===== config.mk =====
export PLATFORM = sky130hd
export DESIGN_NAME = spfp_int_to_float
export DESIGN_NICKNAME = d
export VERILOG_FILES = /design/src/rtl/spfp_int_to_float.sv
export SDC_FILE = /design/constraint.sdc
export NUM_CORES = 1
export LEC_CHECK = 0
export CORE_ASPECT_RATIO = 1.25
export CORE_UTILIZATION = 35
export CTS_CLUSTER_SIZE = 40
export DETAILED_ROUTE_END_ITERATION = 8
export SKIP_CTS_REPAIR_TIMING = 1
export SYNTH_ARGS = -nofsm -noshare
export SYNTH_HDL_FRONTEND = slang
export SYNTH_SLANG_ARGS = --single-unit

===== constraint.sdc =====
create_clock -name clk -period 5.11 [get_ports clk]
set_input_delay 0.511 -clock clk [delete_from_list [all_inputs] [get_ports clk]]
set_output_delay 0.511 -clock clk [all_outputs]
set_load 0.01 [all_outputs]

===== src/rtl/spfp_int_to_float.sv =====
// ----------------------------------------------------------------------------
// spfp_int_to_float
//
// Purpose:
//   Converts a 32-bit signed or unsigned integer into an IEEE-754
//   single-precision value. It uses a multi-cycle normalise loop:
//   the magnitude shifts left by one bit per cycle until its MSB is set.
//   A single rounding cycle follows, and the result is then held until
//   the consumer takes it.
//
// Configuration:
//   SPFP_I2F_ROUND_EN  defined   -> round-to-nearest-even on the 8 dropped bits
//                      undefined -> truncation of the 8 dropped bits
//   Latency and state sequence are identical in both builds.
//
// Ports:
//   clk        in   1  clock, all state changes on the rising edge
//   rst        in   1  synchronous active-high reset
//   a          in  32  integer operand, captured on the input handshake
//   is_signed  in   1  1: a is two's complement, 0: a is unsigned
//   in_valid   in   1  operand offered
//   in_ready   out  1  block can accept an operand (IDLE only)
//   z          out 32  single-precision result {sign, exp[7:0], frac[22:0]}
//   out_valid  out  1  z holds a result (DONE only)
//   out_ready  in   1  consumer accepts z
//   busy       out  1  state is not IDLE
// ----------------------------------------------------------------------------
module spfp_int_to_float (
    input  logic        clk,
    input  logic        rst,
    input  logic [31:0] a,
    input  logic        is_signed,
    input  logic        in_valid,
    output logic        in_ready,
    output logic [31:0] z,
    output logic        out_valid,
    input  logic        out_ready,
    output logic        busy
);

    typedef enum logic [1:0] {
        IDLE  = 2'd0,
        NORM  = 2'd1,
        ROUND = 2'd2,
        DONE  = 2'd3
    } state_t;

    // Exponent of a value whose MSB sits at bit 31: 127 + 31.
    localparam logic [7:0] EXP_TOP = 8'd158;

    state_t      r_state;
    state_t      w_state_next;

    logic [31:0] r_mag;
    logic [7:0]  r_exp;
    logic        r_sign;
    logic [31:0] r_z;

    // ------------------------------------------------------------------
    // Operand capture: the two's complement negate of 0x80000000 wraps
    // back to 0x80000000, which is the correct magnitude 2^31.
    // ------------------------------------------------------------------
    logic        w_sign_in;
    logic [31:0] w_mag_in;

    assign w_sign_in = is_signed & a[31];
    assign w_mag_in  = w_sign_in ? (~a + 32'd1) : a;

    // ------------------------------------------------------------------
    // Rounding of the 8 bits that fall below the 23-bit fraction.
    // ------------------------------------------------------------------
    logic        w_round_up;
    logic [23:0] w_frac_sum;
    logic        w_carry;
    logic [22:0] w_frac_rnd;
    logic [7:0]  w_exp_rnd;

`ifdef SPFP_I2F_ROUND_EN
    // guard = mag[7], sticky = |mag[6:0], lsb = mag[8]; ties go to even.
    assign w_round_up = r_mag[7] & ((|r_mag[6:0]) | r_mag[8]);
`else
    logic w_unused_low_bits;
    assign w_unused_low_bits = &{1'b0, r_mag[7:0]};
    assign w_round_up        = 1'b0;
`endif

    assign w_frac_sum = {1'b0, r_mag[30:8]} + {23'd0, w_round_up};
    assign w_carry    = w_frac_sum[23];
    // On carry-out the fraction wraps to zero and the exponent absorbs it.
    assign w_frac_rnd = w_frac_sum[22:0];
    assign w_exp_rnd  = r_exp + {7'd0, w_carry};

    // ------------------------------------------------------------------
    // FSM: state register
    // ------------------------------------------------------------------
    always_ff @(posedge clk) begin
        if (rst) begin
            r_state <= IDLE;
        end else begin
            r_state <= w_state_next;
        end
    end

    // ------------------------------------------------------------------
    // FSM: next-state logic
    // ------------------------------------------------------------------
    always_comb begin
        w_state_next = r_state;
        case (r_state)
            IDLE: begin
                if (in_valid) begin
                    w_state_next = (w_mag_in == 32'd0) ? DONE : NORM;
                end
            end
            NORM: begin
                if (r_mag[31]) begin
                    w_state_next = ROUND;
                end
            end
            ROUND: begin
                w_state_next = DONE;
            end
            DONE: begin
                if (out_ready) begin
                    w_state_next = IDLE;
                end
            end
            default: begin
                w_state_next = IDLE;
            end
        endcase
    end

    // ------------------------------------------------------------------
    // Datapath registers
    // ------------------------------------------------------------------
    always_ff @(posedge clk) begin
        if (rst) begin
            r_mag  <= 32'd0;
            r_exp  <= 8'd0;
            r_sign <= 1'b0;
            r_z    <= 32'd0;
        end else begin
            case (r_state)
                IDLE: begin
                    if (in_valid) begin
                        r_sign <= w_sign_in;
                        r_mag  <= w_mag_in;
                        r_exp  <= EXP_TOP;
                        // A zero operand skips straight to DONE as +0.
                        if (w_mag_in == 32'd0) begin
                            r_z <= 32'd0;
                        end
                    end
                end
                NORM: begin
                    if (!r_mag[31]) begin
                        r_mag <= {r_mag[30:0], 1'b0};
                        r_exp <= r_exp - 8'd1;
                    end
                end
                ROUND: begin
                    r_z <= {r_sign, w_exp_rnd, w_frac_rnd};
                end
                default: begin
                end
            endcase
        end
    end

    // Handshake outputs are decoded from the state register only.
    assign in_ready  = (r_state == IDLE);
    assign out_valid = (r_state == DONE);
    assign busy      = (r_state != IDLE);
    assign z         = r_z;

endmodule


==> flow_summary.toml <==
[cts]
clk_pin_slew_worst_paths_ns = 0.06
clockRootBuffer = "clkbuf_16"
clk_latency_ns = 0.34
tritoncts = "yes"
clock_sinks = 75
htree_levels = 3
clockBufferDepth = 2
cts_buffers = 9

[final_layout]
n_antenna_cell = 0
fin_nets = 607
drive_gt1_share_pct = 6.87
fillCellCount = 1256
area_growth_pct = 23.0
stdcell_area_mm2 = 0.00536

[global_route]
grt_max_degree = 47
grt_pass1_wl_mm = 20.5
antenna_found_initial = 0
grt_use_total_pct = 20.4
grt_remaining_overflow = 0
grt_pass1_vias = 3988

[routing]
wl_per_cell_um = 17.4
dr.pass1.iters = 5
drt-total-wl_mm = 12.7
vias = 4228
first_iter_violations = 342
drt-vias-per-instance = 5.78
ant_nets = 0
drc = 0

[timing]
fin_crit_ns = 3.97
skew_ns = 0.00517
hold_viol = 0
slew_headroom_pct = 31.4
rsz0062_at_grt = "no"
fmax_mhz = 252
finalCritPeriodShare_pct = 77.7
worst_pin_slew_ns = 1.02
finalSetupViolCount = 0
slew_violations = 0
setup-tns-final_ns = 0

[die]
die_y_um = 127
start_util_pct = 35.8
io_pins = 72
rows = 45
coreArea_mm2 = 0.0122
die_area_mm2 = 0.0129
die_w_um = 102

[min_path]
hold_end = "r_mag[5]"
hold_class = "flop to flop"
hold_depth = 2
min_from = "r_mag[5]"

[logic_synthesis]
synth_nets = 559
synthFlopType = "dfxtp_1"
synth.yosys.warnings = 0
yosys.area.top_type = "dfxtp_1"
seq_area_frac_synth_pct = 34.5
postSynthCellCount = 516
synth_edf_count = 0
synth_top_cell_area_share_pct = 34.5
syn-cell-area_mm2 = 0.00436
yosysUniqueCellTypes = 71
synth_area_leaders = "dfxtp_1 34%, a22o_1 6.4%, nor2_1 4.9%, xnor2_1 3.4%, xor2_1 3.2%"
syn_area_per_cell_um2 = 8.45
async_reset_ff_share_pct = 0
ys_ff_latch = 75

[worst_setup_path]
worstPathArrival_ns = 4.26
r2r_cells = 11
r2r_end = "z[30]"
crit_buf_inv = 3
critical-path-top-delay-family = "simple AND/OR/NAND/NOR gates"
crit_chain = "clkdlybuf4s50_1 -> inv_1 -> ha_1 -> or4b_1 -> nor3_1 -> mux2i_1 -> o32ai_1 -> nor4_1 -> o2111a_1 -> a21o_1 -> and3b_1 -> buf_4 -> a22o_1"
required_ns = 5.40
rr_startpoint = "r_state[0]"
r2r_slack_ns = 1.98
end_kind = "flop"
crit_slowest_cell = "or4b_1"
cp-startpoint = "a[0]"
start_kind = "input pin"
cp_max_fo = 22
critPathKind = "input pin to flop"
slowest_delay_ns = 0.61

[power]
powerDensity_mw_per_mm2 = 449
p_leak_nw = 1.91
vdd_drop_max_uv = 250

[run_status]
status = "completed"

[flow_run]
drv_cap = 0

[place]
placed_cell_area_mm2 = 0.00508
gp_congestion = 0.925
dp_hpwl_mm = 9.30
io_buffers = 71
[worst max path at each step]
stage,slack (ns),cells past startpoint,endpoint
2_1_floorplan,2.00,11,z[31]
3_3_place_gp,0.87,13,z[27]
3_5_place_dp,0.80,13,z[1]
4_1_cts,1.13,13,z[30]
5_1_grt,0.76,11,z[30]
6_report,1.14,13,z[30]
[cell families (layout without fill, tap and decap cells)]
kind of cell	count (synthesis)	count (layout)	share of synthesized area (%)
AND/OR/NAND/NOR	193	193	24.2
flip-flops	75	75	34.5
multiplexers	2	2	0.459
adder cells (fa/ha/maj)	6	6	1.72
AO/OA/AOI/OAI	152	152	25.5
buffers and inverters	55	107	7.03
XOR/XNOR	33	33	6.63
[metal layers]
metal  part of all wire (%)  vias up  track usage (%)
li1                       -     2031                -
met1                     44     2015             25.7
met2                     48      151             33.1
met3                    5.1       31             3.58
met4                    3.1        0             9.97
met5                      0        -                0
[per-stage QoR]
| step | util, % | worst slack, ns | hold slack, ns | total power, mW | instances |
|---|---|---|---|---|---|
| after floorplan | - | 2.00 | 0.432 | 1.49 | 516 |
| after global placement | 41.7 | 0.872 | 0.443 | 1.77 | 717 |
| after detailed placement | 41.7 | 0.797 | 0.453 | 1.79 | 717 |
| after CTS | 44.1 | 1.13 | 0.461 | 2.41 | 732 |
| after global routing | 44.1 | 0.760 | 0.478 | 2.54 | 732 |
| final | 44.1 | 1.14 | 0.464 | 2.40 | 732 |
[report_power, final]
part,internal (mW),switching [mW],leakage (nW),total [mW]
Combinational,0.369,0.549,1.17,0.917
Clock,0.373,0.238,0.134,0.611
Sequential,0.741,0.135,0.613,0.875
Total,1.48,0.921,1.91,2.40
[placed cells by master, fill, tap and decap left out, types with 4 or more instances in the layout]
| cell type | count |
|---|---|
| a211oi_1 | 13 |
| or3_1 | 10 |
| nor3_1 | 25 |
| or4_1 | 4 |
| o21ai_0 | 23 |
| a21o_1 | 7 |
| xor2_1 | 16 |
| nand4_1 | 6 |
| nor2_1 | 57 |
| buf_4 | 8 |
| a31oi_1 | 10 |
| a222oi_1 | 5 |
| xnor2_1 | 17 |
| nand3_1 | 9 |
| inv_1 | 12 |
| nand2_1 | 32 |
| a21oi_1 | 23 |
| clkdlybuf4s50_1 | 71 |
| o211ai_1 | 10 |
| nor4_1 | 15 |
| clkbuf_16 | 9 |
| ha_1 | 6 |
| a22o_1 | 32 |
| dfxtp_1 | 75 |
| a221o_1 | 4 |
[worst register-to-register path, delay by kind of cell (launching register included)]
| family | cells | cell delay (ns) |
|---|---|---|
| AO/OA/AOI/OAI | 5 | 1.11 |
| AND/OR/NAND/NOR | 2 | 0.70 |
| buffers and inverters | 3 | 0.64 |
| flip-flops | 1 | 0.34 |
| adder cells (fa/ha/maj) | 1 | 0.30 |
[cell type report]
type / instances / area [um2] / area share (%)
clock buffer: 10 / 229 / 4.27
inverter: 13 / 48.8 / 0.910
timing repair buffer: 79 / 771 / 14.4
sequential: 75 / 1500 / 28.0
multi-input combinational: 386 / 2550 / 47.6
clock inverter: 5 / 55.1 / 1.03
tap: 164 / 205 / 3.83
[sequential cells by signal, indices dropped and copies added, names as in the netlist]
name	cells
r_mag	32
r_sign	1
z	32
r_exp	8
r_state	2
[cell usage after synthesis, types with 4 or more instances]
cell type  count
dfxtp_1       75
nor2_1        57
a22o_1        32
nand2_1       32
nor3_1        25
a21oi_1       23
clkbuf_1      23
o21ai_0       23
xnor2_1       17
xor2_1        16
nor4_1        15
a211oi_1      13
inv_1         12
a31oi_1       10
o211ai_1      10
or3_1         10
nand3_1        9
buf_2          8
a21o_1         7
ha_1           6
nand4_1        6
a222oi_1       5
buf_6          5
a221o_1        4
or4_1          4
No activity file was read; power rests on OpenSTA's default activity.
